**config.mk**
```make
export PLATFORM = sky130hd
export DESIGN_NAME = sample_rate_sched
export DESIGN_NICKNAME = d
export VERILOG_FILES = /design/src/rtl/sample_rate_sched.sv
export SDC_FILE = /design/constraint.sdc
export NUM_CORES = 1
export LEC_CHECK = 0
export CORE_MARGIN = 2
export CORE_UTILIZATION = 57
export CTS_CLUSTER_SIZE = 30
export DETAILED_ROUTE_END_ITERATION = 16
export HOLD_SLACK_MARGIN = 0.06
export PLACE_DENSITY = 0.8
export SLEW_MARGIN = 20
export SYNTH_ARGS = -nofsm -noshare
export SYNTH_HDL_FRONTEND = slang
export SYNTH_SLANG_ARGS = --single-unit
```
**constraint.sdc**
```tcl
create_clock -name CLKin -period 2.42 [get_ports CLKin]
set_input_delay 0.484 -clock CLKin [delete_from_list [all_inputs] [get_ports CLKin]]
set_output_delay 0.484 -clock CLKin [all_outputs]
set_load 0.01 [all_outputs]
```
**src/rtl/sample_rate_sched.sv**
```systemverilog
`default_nettype none
// ============================================================================
// sample_rate_sched : programmable sample-enable strobe and capture sequencer
// Rev 1.0
// ============================================================================
module sample_rate_sched #(
    parameter int DIV_W = 16,
    parameter int CNT_W = 16
) (
    input  logic             CLKin,
    input  logic             RSTin,
    input  logic             cfg_wr,
    input  logic [DIV_W-1:0] div_in,
    input  logic [CNT_W-1:0] depth_in,
    input  logic             start,
    input  logic             stop,
    output logic             SMPen,
    output logic             CLKout,
    output logic             busy,
    output logic             done,
    output logic [CNT_W-1:0] smp_cnt
);

    typedef enum logic [1:0] {
        S_IDLE = 2'd0,
        S_RUN  = 2'd1,
        S_DONE = 2'd2
    } state_t;

    localparam logic [DIV_W-1:0] c_div_default = DIV_W'(15);
    localparam logic [DIV_W-1:0] c_div_one     = DIV_W'(1);
    localparam logic [CNT_W-1:0] c_cnt_one     = CNT_W'(1);

    state_t           state_q, state_d;
    logic [DIV_W-1:0] presc_q, presc_d;
    logic [DIV_W-1:0] div_q, div_d;
    logic [DIV_W-1:0] div_pend_q, div_pend_d;
    logic             pend_q, pend_d;
    logic [CNT_W-1:0] depth_q, depth_d;
    logic [CNT_W-1:0] cnt_q, cnt_d;
    logic             smp_q, smp_d;
    logic             clk_q, clk_d;
    logic             busy_q, busy_d;
    logic             done_q, done_d;
    logic [CNT_W-1:0] cnt_inc;

    assign cnt_inc = cnt_q + c_cnt_one;

    always_ff @(posedge CLKin) begin
        if (RSTin) begin
            state_q    <= S_IDLE;
            presc_q    <= '0;
            div_q      <= c_div_default;
            div_pend_q <= '0;
            pend_q     <= 1'b0;
            depth_q    <= '0;
            cnt_q      <= '0;
            smp_q      <= 1'b0;
            clk_q      <= 1'b0;
            busy_q     <= 1'b0;
            done_q     <= 1'b0;
        end else begin
            state_q    <= state_d;
            presc_q    <= presc_d;
            div_q      <= div_d;
            div_pend_q <= div_pend_d;
            pend_q     <= pend_d;
            depth_q    <= depth_d;
            cnt_q      <= cnt_d;
            smp_q      <= smp_d;
            clk_q      <= clk_d;
            busy_q     <= busy_d;
            done_q     <= done_d;
        end
    end

    always_comb begin
        state_d    = state_q;
        presc_d    = presc_q;
        div_d      = div_q;
        div_pend_d = div_pend_q;
        pend_d     = pend_q;
        depth_d    = depth_q;
        cnt_d      = cnt_q;
        smp_d      = 1'b0;
        clk_d      = clk_q;
        busy_d     = busy_q;
        done_d     = done_q;

        case (state_q)
            S_IDLE, S_DONE: begin
                if (cfg_wr) begin
                    div_d   = div_in;
                    depth_d = depth_in;
                end
                // stop on the same edge suppresses the start
                if (start && !stop) begin
                    state_d = S_RUN;
                    presc_d = cfg_wr ? div_in : div_q;
                    cnt_d   = '0;
                    done_d  = 1'b0;
                    busy_d  = 1'b1;
                    clk_d   = 1'b0;
                    pend_d  = 1'b0;
                end
            end
            S_RUN: begin
                if (stop) begin
                    state_d = S_IDLE;
                    busy_d  = 1'b0;
                    pend_d  = 1'b0;
                end else begin
                    if (presc_q == '0) begin
                        smp_d = 1'b1;
                        clk_d = ~clk_q;
                        cnt_d = cnt_inc;
                        // a deferred ratio only takes effect at a period boundary
                        if (pend_q) begin
                            presc_d = div_pend_q;
                            div_d   = div_pend_q;
                            pend_d  = 1'b0;
                        end else begin
                            presc_d = div_q;
                        end
                        if ((depth_q != '0) && (cnt_inc == depth_q)) begin
                            state_d = S_DONE;
                            busy_d  = 1'b0;
                            done_d  = 1'b1;
                        end
                    end else begin
                        presc_d = presc_q - c_div_one;
                    end
                    if (cfg_wr) begin
                        div_pend_d = div_in;
                        pend_d     = 1'b1;
                    end
                end
            end
            default: begin
                state_d = S_IDLE;
                busy_d  = 1'b0;
            end
        endcase
    end

    assign SMPen   = smp_q;
    assign CLKout  = clk_q;
    assign busy    = busy_q;
    assign done    = done_q;
    assign smp_cnt = cnt_q;

endmodule
`default_nettype wire
```
==> flow_summary_export.csv, run 1 <==
group,metric,value,unit
global_route,grt_max_degree,86,
timing,tightest_slew,675.9,ps
finish,finish.instance_area,0.006017,mm²
worst_setup_path,critical_path.n_buffers_inverters,2,
power,vdd_drop_max,0.3329,mV
power,pwr-share-comb,22.7,%
outcome,run_status,"finished, final reports clean",
routing,route.vias.total,4979,
worst_setup_path,ordered_list_of_cells_on_the_worst_path,"inv_1, ha_1, nor4b_4, nand4_2, buf_4, nor2_2, nand2_1, o221ai_1, o21ai_1, a211oi_1",
clocking,cts_hold_buffers,0,
global_route,grt_pass1_vias,4741,
synthesis,yosys.area_share.adder,0.7494,%
hold_path,hold_path_class,"reg -> reg",
worst_setup_path,end_kind,"flop",
clocking,cts_inserted_buffers,9,
placed_design,numPlacedInstances,814,
timing,setup_violations,0,
timing,finalSetupTns,0,ps
finish,antennaDiodeCount,0,
timing,report.final.hold_viol_count,0,
synthesis,synth_top_cells_by_count,"sky130_fd_sc_hd__nand2_1, sky130_fd_sc_hd__a21oi_1, sky130_fd_sc_hd__dfxtp_1",
clocking,cts.sink_count,87,
global_route,grt_first_pass_wirelength,22670,µm
synthesis,fraction_of_the_mapped_netlist_area_in_simple_logic_gates,28.90,%
timing,fmax,0.4386,GHz
power,pwr-share-seq,47.7,%
timing,setup_skew,13.50,ps
global_route,antenna_found_initial,0,
synthesis,synth.area.mux_share,6.895,%
floorplan,floorplan.initialDensity,58.00,%
placed_design,io_buffers,56,
clocking,worst_setup_hold_path_clk_slew,80,ps
synthesis,postSynthNetCount,700,
clocking,clockBufferDepth,2,
global_route,grt.total_usage,28.73,%
synthesis,synth_cell_type_count,64,
worst_setup_path,crit_type,"reg -> reg",
power,switchingPower,1037,µW
finish,synthToLayoutAreaGrowth,20.13,%
finish,finish.cell_count_without_fillers,831,
synthesis,synth_compound_gate_area_share,19.34,%
worst_setup_path,worst_ep_arrival_time,2560,ps
timing,min_period_over_period,94.22,%
synthesis,yosys_register_bits,87,
synthesis,async_reset_ff_share,0,%
routing,ant_nets,0,
global_route,grt.overflow.total,0,
placed_design,placed_cell_area,0.005814,mm²
worst_setup_path,critical-path-top-delay-family,"simple AND/OR/NAND/NOR gates",
floorplan,placeableCoreArea,0.008636,mm²
floorplan,floorplan.die_area,0.009553,mm²
clocking,tritoncts,"built",
synthesis,cell_area_synth,0.005009,mm²
flow_run,drv_cap,0,
floorplan,fp.dieH,97.74,µm
synthesis,yosysTopAreaCell,"sky130_fd_sc_hd__dfxtp_1",
finish,design.final.nets,758,
worst_setup_path,worst_path_required_time,2700,ps
clocking,cts_root_buf,"sky130_fd_sc_hd__clkbuf_8",
worst_setup_path,critical_path_peak_fanout,3,
clocking,worstSkewPairLatency,370,ps
floorplan,die_width,97.74,µm
synthesis,synthXorXnorAreaFrac,4.372,%
routing,drt_iter0_markers,351,
routing,post_drt_via_cell_ratio,5.992,
synthesis,syn-instance-count,660,
synthesis,post_synth.cell_area_avg,7.589,µm²
power,internal-power,2272,µW
routing,drt_pre_antenna_iters,5,
synthesis,synthFlopType,"sky130_fd_sc_hd__dfxtp_1",
routing,finalWirelength,13670,µm
timing,min_period,2280,ps
floorplan,io_pins,57,
timing,timing_max_transition_violations_final,0,
routing,average_wire_per_standard_cell,16.45,µm
synthesis,synth_top_family_by_area,"simple AND/OR/NAND/NOR gates",
floorplan,core.rowCount,34,
power,static-leakage-power,0.002182,µW
placed_design,hpwl,9547,µm
clocking,cts_htree_levels,3,
timing,max-slew-margin-rel,54.94,%
worst_setup_path,crit_slowest_cell,"sky130_fd_sc_hd__dfxtp_1",
power,power_switching_share,31.34,%
placed_design,finalWeightedCongestion,0.9110,
synthesis,synth_seq_area_share,34.77,%
synthesis,synthTopCellsByArea,"sky130_fd_sc_hd__dfxtp_1, sky130_fd_sc_hd__nand2_1, sky130_fd_sc_hd__a21oi_1",
power,clockPowerShare,29.7,%
power,p_per_area,549.9,mW/mm²
synthesis,synth.top_cell.area_share,34.77,%
synthesis,number_of_flops_mapped_to_enable_cells_by_yosys,0,
synthesis,yosysMostFrequentCell,"sky130_fd_sc_hd__nand2_1",
routing,remaining_drc_errors,0,
finish,share_of_layout_cells_above_drive_strength_1,11.34,%
worst_setup_path,timing.critical_path.from_type,"flop",
synthesis,yosys_warnings,0,
worst_setup_path,critical-path-max-stage-delay,320,ps
timing,grt_setup_unrepaired,"false",
-- repair_timing --
item	in CTS	in global routing
endpoints found under the setup margin	0	4
gates resized for setup	0	3
buffers inserted	0	1
-- power by group through the flow --
stage | sequential (µW) | combinational (µW) | clock [µW]
final | 1580 | 750 | 981
after global routing | 1590 | 817 | 1060
after CTS | 1580 | 733 | 990
after detailed placement | 1610 | 727 | 0
after global placement | 1600 | 710 | 0
after floorplan | 1590 | 483 | 0
-- through the flow --
| stage | worst slack, ps | util (%) | hold slack, ps | total power (µW) |
|---|---|---|---|---|
| after floorplan | 220.0 | - | 432.9 | 2076 |
| after global placement | 61.87 | 67.33 | 439.7 | 2314 |
| after CTS | 99.43 | 69.46 | 460.9 | 3299 |
| after global routing | 2.871 | 69.68 | 476.7 | 3462 |
| after detailed placement | 40.96 | 67.33 | 449.7 | 2336 |
| final | 139.8 | 69.68 | 458.5 | 3309 |
-- logic make-up after synthesis --
logic type	Yosys count
compound gates	160
buf+inv	57
simple gates	294
mux	34
xor+xnor	25
fa+ha+maj	3
flops	87
-- flip-flops by register name, summed over array words and instances (netlist names) --
register,flops
div_q,16
div_pend_q,16
pend_q,1
depth_q,16
CLKout,1
presc_q,16
state_q,2
SMPen,1
busy,1
done,1
smp_cnt,16
-- per-layer routing --
layer / part of all wire [%] / GRT usage (%)
met5: 0 / 0
met4: 3.4 / 12.93
met3: 4.9 / 4.080
met2: 51 / 51.35
met1: 41 / 34.20
-- worst min-delay path: stages, from the launching register on --
cell and delay [ps]:
sky130_fd_sc_hd__dfxtp_1 320, sky130_fd_sc_hd__nand2_1 50, sky130_fd_sc_hd__a21oi_1 50
-- placed cells by master, fill, tap and decap left out, types with 3 or more instances in the layout --
| master | Yosys | final |
|---|---|---|
| sky130_fd_sc_hd__nor2_2 | 2 | 3 |
| sky130_fd_sc_hd__mux2_2 | 4 | 4 |
| sky130_fd_sc_hd__clkbuf_8 | 0 | 11 |
| sky130_fd_sc_hd__nor2b_1 | 5 | 5 |
| sky130_fd_sc_hd__o21bai_1 | 4 | 4 |
| sky130_fd_sc_hd__dfxtp_1 | 87 | 87 |
| sky130_fd_sc_hd__o21ai_0 | 23 | 23 |
| sky130_fd_sc_hd__clkdlybuf4s50_1 | 0 | 55 |
| sky130_fd_sc_hd__a211oi_1 | 11 | 11 |
| sky130_fd_sc_hd__and2_1 | 7 | 7 |
| sky130_fd_sc_hd__a21oi_1 | 87 | 87 |
| sky130_fd_sc_hd__buf_12 | 0 | 3 |
| sky130_fd_sc_hd__ha_1 | 3 | 3 |
| sky130_fd_sc_hd__a311oi_1 | 4 | 4 |
| sky130_fd_sc_hd__nand3_1 | 14 | 14 |
| sky130_fd_sc_hd__nor2_1 | 59 | 58 |
| sky130_fd_sc_hd__inv_1 | 7 | 7 |
| sky130_fd_sc_hd__mux2i_1 | 30 | 30 |
| sky130_fd_sc_hd__nor4_1 | 6 | 6 |
| sky130_fd_sc_hd__nand2_1 | 121 | 121 |
| sky130_fd_sc_hd__buf_4 | 3 | 38 |
| sky130_fd_sc_hd__nor3_1 | 19 | 19 |
| sky130_fd_sc_hd__nor3_2 | 3 | 3 |
| sky130_fd_sc_hd__xor2_1 | 8 | 8 |
| sky130_fd_sc_hd__and3_1 | 6 | 6 |
| sky130_fd_sc_hd__o211ai_1 | 7 | 7 |
| sky130_fd_sc_hd__nand3b_1 | 9 | 9 |
| sky130_fd_sc_hd__nand4_1 | 7 | 7 |
| sky130_fd_sc_hd__or3_1 | 12 | 12 |
| sky130_fd_sc_hd__nand2b_1 | 7 | 7 |
| sky130_fd_sc_hd__xnor2_1 | 17 | 17 |
-- worst paths after layout --
check | startpoint | to | slack (ps) | depth (start not counted)
max | presc_q[0]$_SDFFE_PP0P_ | presc_q[14]$_SDFFE_PP0P_ | 140 | 10
min | div_pend_q[9]$_SDFFE_PP0P_ | div_pend_q[9]$_SDFFE_PP0P_ | 460 | 2
max reg2reg | presc_q[0]$_SDFFE_PP0P_ | presc_q[14]$_SDFFE_PP0P_ | 140 | 10
min reg2reg | div_pend_q[9]$_SDFFE_PP0P_ | div_pend_q[9]$_SDFFE_PP0P_ | 460 | 2
-- area by class of cell --
type	instances	area, µm²
multi-input combinational	516	3029
tap	108	135.1
sequential	87	1742
fill	732	2619
inverter	7	26.28
clock buffer	12	155.1
clock inverter	4	28.78
timing repair buffer	97	900.9
Note: power is estimated with default switching activity, not from simulation.
==> run 2: changes to the inputs <==
ABC_AREA = 0   (was not set)
CORE_UTILIZATION = 40   (was 57)
PLACE_DENSITY = not set   (was 0.8)
==> run 2 against run 1 <==
- sequential power barely moved
- cell area rose by 3.3%
- critical path depth fell by 1
- hold slack got worse by 5.0 ps
- clock power rose by 35%
- setup slack improved by 25 ps
- sequential share of layout area fell by 0.92 points
- global-route usage fell by 6.7 points
- cell count rose by 7.6%
- critical endpoint is now div_q[13]$_SDFFE_PP0P_
==> flow_summary_export.csv, run 2 (synthesis results as in run 1) <==
group,metric,value,unit
outcome,run_status,"finished, final reports clean",
clocking,cts.sink_count,87,
floorplan,fp.dieH,115.9,µm
timing,tightest_slew,654.8,ps
floorplan,floorplan.initialDensity,41.35,%
floorplan,core.rowCount,40,
routing,route.vias.total,4817,
routing,average_wire_per_standard_cell,15.83,µm
worst_setup_path,end_kind,"flop",
floorplan,placeableCoreArea,0.01211,mm²
clocking,clockBufferDepth,2,
timing,grt_setup_unrepaired,"false",
power,vdd_drop_max,0.4795,mV
timing,setup_skew,6.393,ps
worst_setup_path,ordered_list_of_cells_on_the_worst_path,"inv_1, ha_1, nor4b_4, nand4_2, or2_1, o31a_4, nor2_2, nor2_1, nor3_2",
worst_setup_path,critical_path.n_buffers_inverters,1,
routing,ant_nets,0,
global_route,grt_pass1_vias,4701,
timing,max-slew-margin-rel,56.19,%
timing,finalSetupTns,0,ps
worst_setup_path,worst_ep_arrival_time,2530,ps
finish,share_of_layout_cells_above_drive_strength_1,11.43,%
worst_setup_path,crit_slowest_cell,"sky130_fd_sc_hd__o31a_4",
clocking,cts_htree_levels,3,
placed_design,hpwl,10270,µm
power,static-leakage-power,0.002249,µW
power,p_per_area,585.4,mW/mm²
routing,drt_iter0_markers,283,
power,fin_total_pwr,3637,µW
routing,post_drt_via_cell_ratio,5.388,
finish,antennaDiodeCount,0,
timing,report.final.hold_viol_count,0,
finish,design.final.nets,761,
global_route,grt.overflow.total,0,
routing,drt_pre_antenna_iters,4,
global_route,grt.total_usage,22.06,%
clocking,cts_hold_buffers,0,
routing,remaining_drc_errors,0,
timing,timing_max_transition_violations_final,0,
clocking,cts_inserted_buffers,9,
worst_setup_path,critical-path-max-stage-delay,430,ps
worst_setup_path,timing.critical_path.from_type,"flop",
timing,min_period,2255,ps
finish,commonest_non_fill_non_tap_cell_in_the_layout,"sky130_fd_sc_hd__nand2_1",
floorplan,io_pins,57,
floorplan,die_width,115.9,µm
clocking,tritoncts,"built",
clocking,worstSkewPairLatency,350,ps
clocking,post_cts.repair.setup_buffers,0,
hold_path,hold_path_class,"reg -> reg",
placed_design,io_buffers,56,
global_route,antenna_found_initial,0,
timing,min_period_over_period,93.17,%
worst_setup_path,crit_type,"reg -> reg",
routing,finalWirelength,14150,µm
worst_setup_path,worst_path_required_time,2700,ps
timing,fmax,0.4435,GHz
global_route,grt_first_pass_wirelength,23160,µm
clocking,cts_root_buf,"sky130_fd_sc_hd__clkbuf_16",
worst_setup_path,critical-path-top-delay-family,"simple AND/OR/NAND/NOR gates",
placed_design,finalWeightedCongestion,0.9424,
global_route,grt_max_degree,86,
flow_run,drv_cap,0,
finish,synthToLayoutAreaGrowth,24.06,%
timing,setup_violations,0,
finish,commonest_cells_after_routing_fill_and_taps_aside,"sky130_fd_sc_hd__nand2_1, sky130_fd_sc_hd__dfxtp_1, sky130_fd_sc_hd__a21oi_1, sky130_fd_sc_hd__nor2_1, sky130_fd_sc_hd__clkdlybuf4s50_1",
floorplan,floorplan.die_area,0.01343,mm²
clocking,worst_setup_hold_path_clk_slew,60,ps
worst_setup_path,critical_path_peak_fanout,15,
-- run 2: cell types whose count changed in the layout (fill, tap and decap cells not counted), moves of 2 or more --
cell	delta
sky130_fd_sc_hd__buf_4	+2
sky130_fd_sc_hd__clkbuf_16	+9
sky130_fd_sc_hd__clkinvlp_4	-2
sky130_fd_sc_hd__clkbuf_8	-9
sky130_fd_sc_hd__clkinv_2	+3
-- run 2: worst reg2reg max path: stages, from the launching register on --
cell,delay (ps)
sky130_fd_sc_hd__dfxtp_1,310
sky130_fd_sc_hd__inv_1,80
sky130_fd_sc_hd__ha_1,160
sky130_fd_sc_hd__nor4b_4,230
sky130_fd_sc_hd__nand4_2,190
sky130_fd_sc_hd__or2_1,400
sky130_fd_sc_hd__o31a_4,430
sky130_fd_sc_hd__nor2_2,180
sky130_fd_sc_hd__nor2_1,80
sky130_fd_sc_hd__nor3_2,130
-- run 2: final timing paths --
check	start	to	slack [ps]	cells after the start
max	presc_q[1]$_SDFFE_PP0P_	div_q[13]$_SDFFE_PP0P_	170	9
min	div_pend_q[1]$_SDFFE_PP0P_	div_pend_q[1]$_SDFFE_PP0P_	450	2
max reg2reg	presc_q[1]$_SDFFE_PP0P_	div_q[13]$_SDFFE_PP0P_	170	9
min reg2reg	div_pend_q[1]$_SDFFE_PP0P_	div_pend_q[1]$_SDFFE_PP0P_	450	2
-- run 2: final cells by class --
class / count / area [µm²]
clock buffers: 12 / 256.5
clock inverters: 4 / 20.02
fillers: 1244 / 5898
inverters: 7 / 26.28
multi-input cells: 516 / 3023
flip-flops and latches: 87 / 1742
well taps: 168 / 210.2
repair buffers: 100 / 935.9
-- run 2: layer usage --
| layer | global-route usage [%] | vias to the layer above | wire [µm] |
|---|---|---|---|
| met2 | 40.43 | 91 | 7500 |
| li1 | - | 2431 | - |
| met1 | 25.47 | 2280 | 5850 |
| met5 | 0 | - | 0 |
| met4 | 6.746 | 0 | 257 |
| met3 | 5.073 | 15 | 539 |
-- run 2: what timing repair did --
action | in CTS | in global routing
resized for setup | 0 | 1
setup endpoints to repair | 0 | 1
hold endpoints to repair | 0 | 0
-- run 2: power breakdown --
part	switching (µW)	internal [µW]	total [µW]
logic	403	337	740
clock network	570	745	1320
registers	77.3	1510	1580
-- run 2: through the flow --
stage	hold slack [ps]	cells	area (µm²)	worst slack, ps	utilization, %
final	453.6	894	6213	165.3	51.30
after global routing	477.9	894	6213	4.061	51.30
after CTS	455.2	894	6208	164.3	51.26
after detailed placement	446.1	878	5932	67.73	48.98
after global placement	442.0	878	5932	97.21	48.98
after floorplan	432.9	660	5009	220.0	-
==> run 3: changes to the inputs <==
SETUP_SLACK_MARGIN = 0.4   (was not set)
==> run 3 against run 2 <==
- cell count is 2.8% higher
- critical path depth is 2 higher
- die area stayed put
- highest routed layer unchanged
==> flow_summary_export.csv, run 3 (synthesis results as in run 1) <==
group,metric,value,unit
floorplan,floorplan.die_area,0.01343,mm²
timing,setup_skew,6.997,ps
timing,min_period,2205,ps
power,p_per_area,567.4,mW/mm²
floorplan,placeableCoreArea,0.01211,mm²
placed_design,io_buffers,56,
finish,share_of_layout_cells_above_drive_strength_1,22.64,%
finish,design.final.nets,787,
clocking,tritoncts,"built",
clocking,cts_hold_buffers,0,
hold_path,hold_path_class,"reg -> reg",
finish,layout.area.seq,0.001757,mm²
timing,setup_violations,0,
placed_design,hpwl,10050,µm
routing,average_wire_per_standard_cell,16.23,µm
placed_design,placed_cell_area,0.005914,mm²
routing,route.vias.total,5068,
worst_setup_path,worst_ep_arrival_time,2460,ps
timing,tightest_slew,664.6,ps
routing,highest_layer,"met4",
routing,remaining_drc_errors,0,
timing,final_critical_path_setup_slack,214.5,ps
placed_design,numPlacedInstances,875,
timing,finalSetupTns,0,ps
worst_setup_path,crit_type,"reg -> reg",
timing,max-slew-margin-rel,55.69,%
worst_setup_path,critical_path_peak_fanout,8,
finish,multiInputGateArea,0.003317,mm²
outcome,run_status,"finished, final reports clean",
worst_setup_path,timing.critical_path.from_type,"flop",
routing,detailroute.wirelength.met3,681,µm
global_route,grt.overflow.total,0,
routing,finalWirelength,14920,µm
worst_setup_path,end_kind,"flop",
clocking,worstSkewPairLatency,350,ps
routing,wl_met2,7623,µm
routing,drt_iter0_markers,325,
finish,commonest_cells_after_routing_fill_and_taps_aside,"sky130_fd_sc_hd__nand2_1, sky130_fd_sc_hd__dfxtp_1, sky130_fd_sc_hd__a21oi_1, sky130_fd_sc_hd__nor2_1, sky130_fd_sc_hd__clkdlybuf4s50_1",
routing,route.layer.met1.wl,6123,µm
global_route,antenna_found_initial,0,
clocking,clockBufferDepth,2,
timing,grt_setup_unrepaired,"true",
global_route,grt.total_usage,23.25,%
power,static-leakage-power,0.002473,µW
timing,min_period_over_period,91.14,%
placed_design,post-place-ws,3.671,ps
floorplan,core.rowCount,40,
timing,report.final.hold_viol_count,0,
clocking,cts.sink_count,87,
finish,finish.instance_area,0.006830,mm²
finish,commonest_non_fill_non_tap_cell_in_the_layout,"sky130_fd_sc_hd__nand2_1",
clocking,cts_inserted_buffers,9,
floorplan,die_width,115.9,µm
global_route,grt_max_degree,86,
worst_setup_path,worst_path_required_time,2680,ps
timing,fmax,0.4534,GHz
finish,synthToLayoutAreaGrowth,36.37,%
power,vdd_drop_max,0.5142,mV
floorplan,fp.dieH,115.9,µm
routing,ant_nets,0,
floorplan,io_pins,57,
clocking,cts_htree_levels,3,
global_route,grt_pass1_vias,4905,
finish,n_fill_cell,1160,
finish,finish.cell_count_without_fillers,919,
routing,post_drt_via_cell_ratio,5.515,
flow_run,drv_cap,0,
placed_design,finalWeightedCongestion,0.8585,
finish,antennaDiodeCount,0,
clocking,worst_setup_hold_path_clk_slew,60,ps
floorplan,floorplan.initialDensity,41.35,%
routing,drt_pre_antenna_iters,5,
timing,timing_max_transition_violations_final,0,
timing,fin_hold_ws,456.8,ps
clocking,cts_root_buf,"sky130_fd_sc_hd__clkbuf_16",
global_route,grt_first_pass_wirelength,24220,µm
[run 3: worst paths after layout]
path | startpoint | end | slack [ps] | cells after the start
worst max-delay path | presc_q[1]$_SDFFE_PP0P_ | div_q[11]$_SDFFE_PP0P_ | 210 | 11
worst min-delay path | div_pend_q[5]$_SDFFE_PP0P_ | div_pend_q[5]$_SDFFE_PP0P_ | 460 | 2
worst max register to register | presc_q[1]$_SDFFE_PP0P_ | div_q[11]$_SDFFE_PP0P_ | 210 | 11
worst min register to register | div_pend_q[5]$_SDFFE_PP0P_ | div_pend_q[5]$_SDFFE_PP0P_ | 460 | 2
[run 3: metal layers]
metal / vias to the layer above / global-route usage, %
met5: - / 0
met4: 0 / 10.00
met3: 27 / 5.439
met2: 129 / 41.36
met1: 2419 / 26.64
li1: 2493 / -
[run 3: report_power, final]
group	switching (µW)	internal (µW)
Combinational	467	413
Clock	572	844
Sequential	76.1	1500
[run 3: layout make-up]
cell class | instances | area share (%)
inverter | 7 | 0.3847
tap | 168 | 3.077
multi-input combinational | 516 | 48.56
timing repair buffer | 126 | 17.90
clock inverter | 4 | 0.6595
sequential | 87 | 25.72
clock buffer | 11 | 3.700
[run 3: timing repair]
action | CTS | global route
setup buffers | 25 | 4
resized for setup | 66 | 49
pin swaps | 56 | 34
setup endpoints to repair | 43 | 56
[run 3: through the flow]
stage / total power [µW] / util, %
5_1_grt: 4045 / 56.39
3_3_place_gp: 2328 / 48.83
4_1_cts: 3855 / 54.60
3_5_place_dp: 2342 / 48.83
2_1_floorplan: 2075 / -
6_report: 3876 / 56.39
[run 3: worst max-delay path: stages (launching register included)]
cell and delay (ps):
sky130_fd_sc_hd__dfxtp_2 320, sky130_fd_sc_hd__inv_2 70, sky130_fd_sc_hd__ha_4 120, sky130_fd_sc_hd__nor4b_4 230, sky130_fd_sc_hd__nand4_2 170, sky130_fd_sc_hd__buf_6 160, sky130_fd_sc_hd__or2_4 250, sky130_fd_sc_hd__buf_6 130
sky130_fd_sc_hd__o31ai_4 200, sky130_fd_sc_hd__buf_12 180, sky130_fd_sc_hd__nor2_1 40, sky130_fd_sc_hd__a311oi_1 230
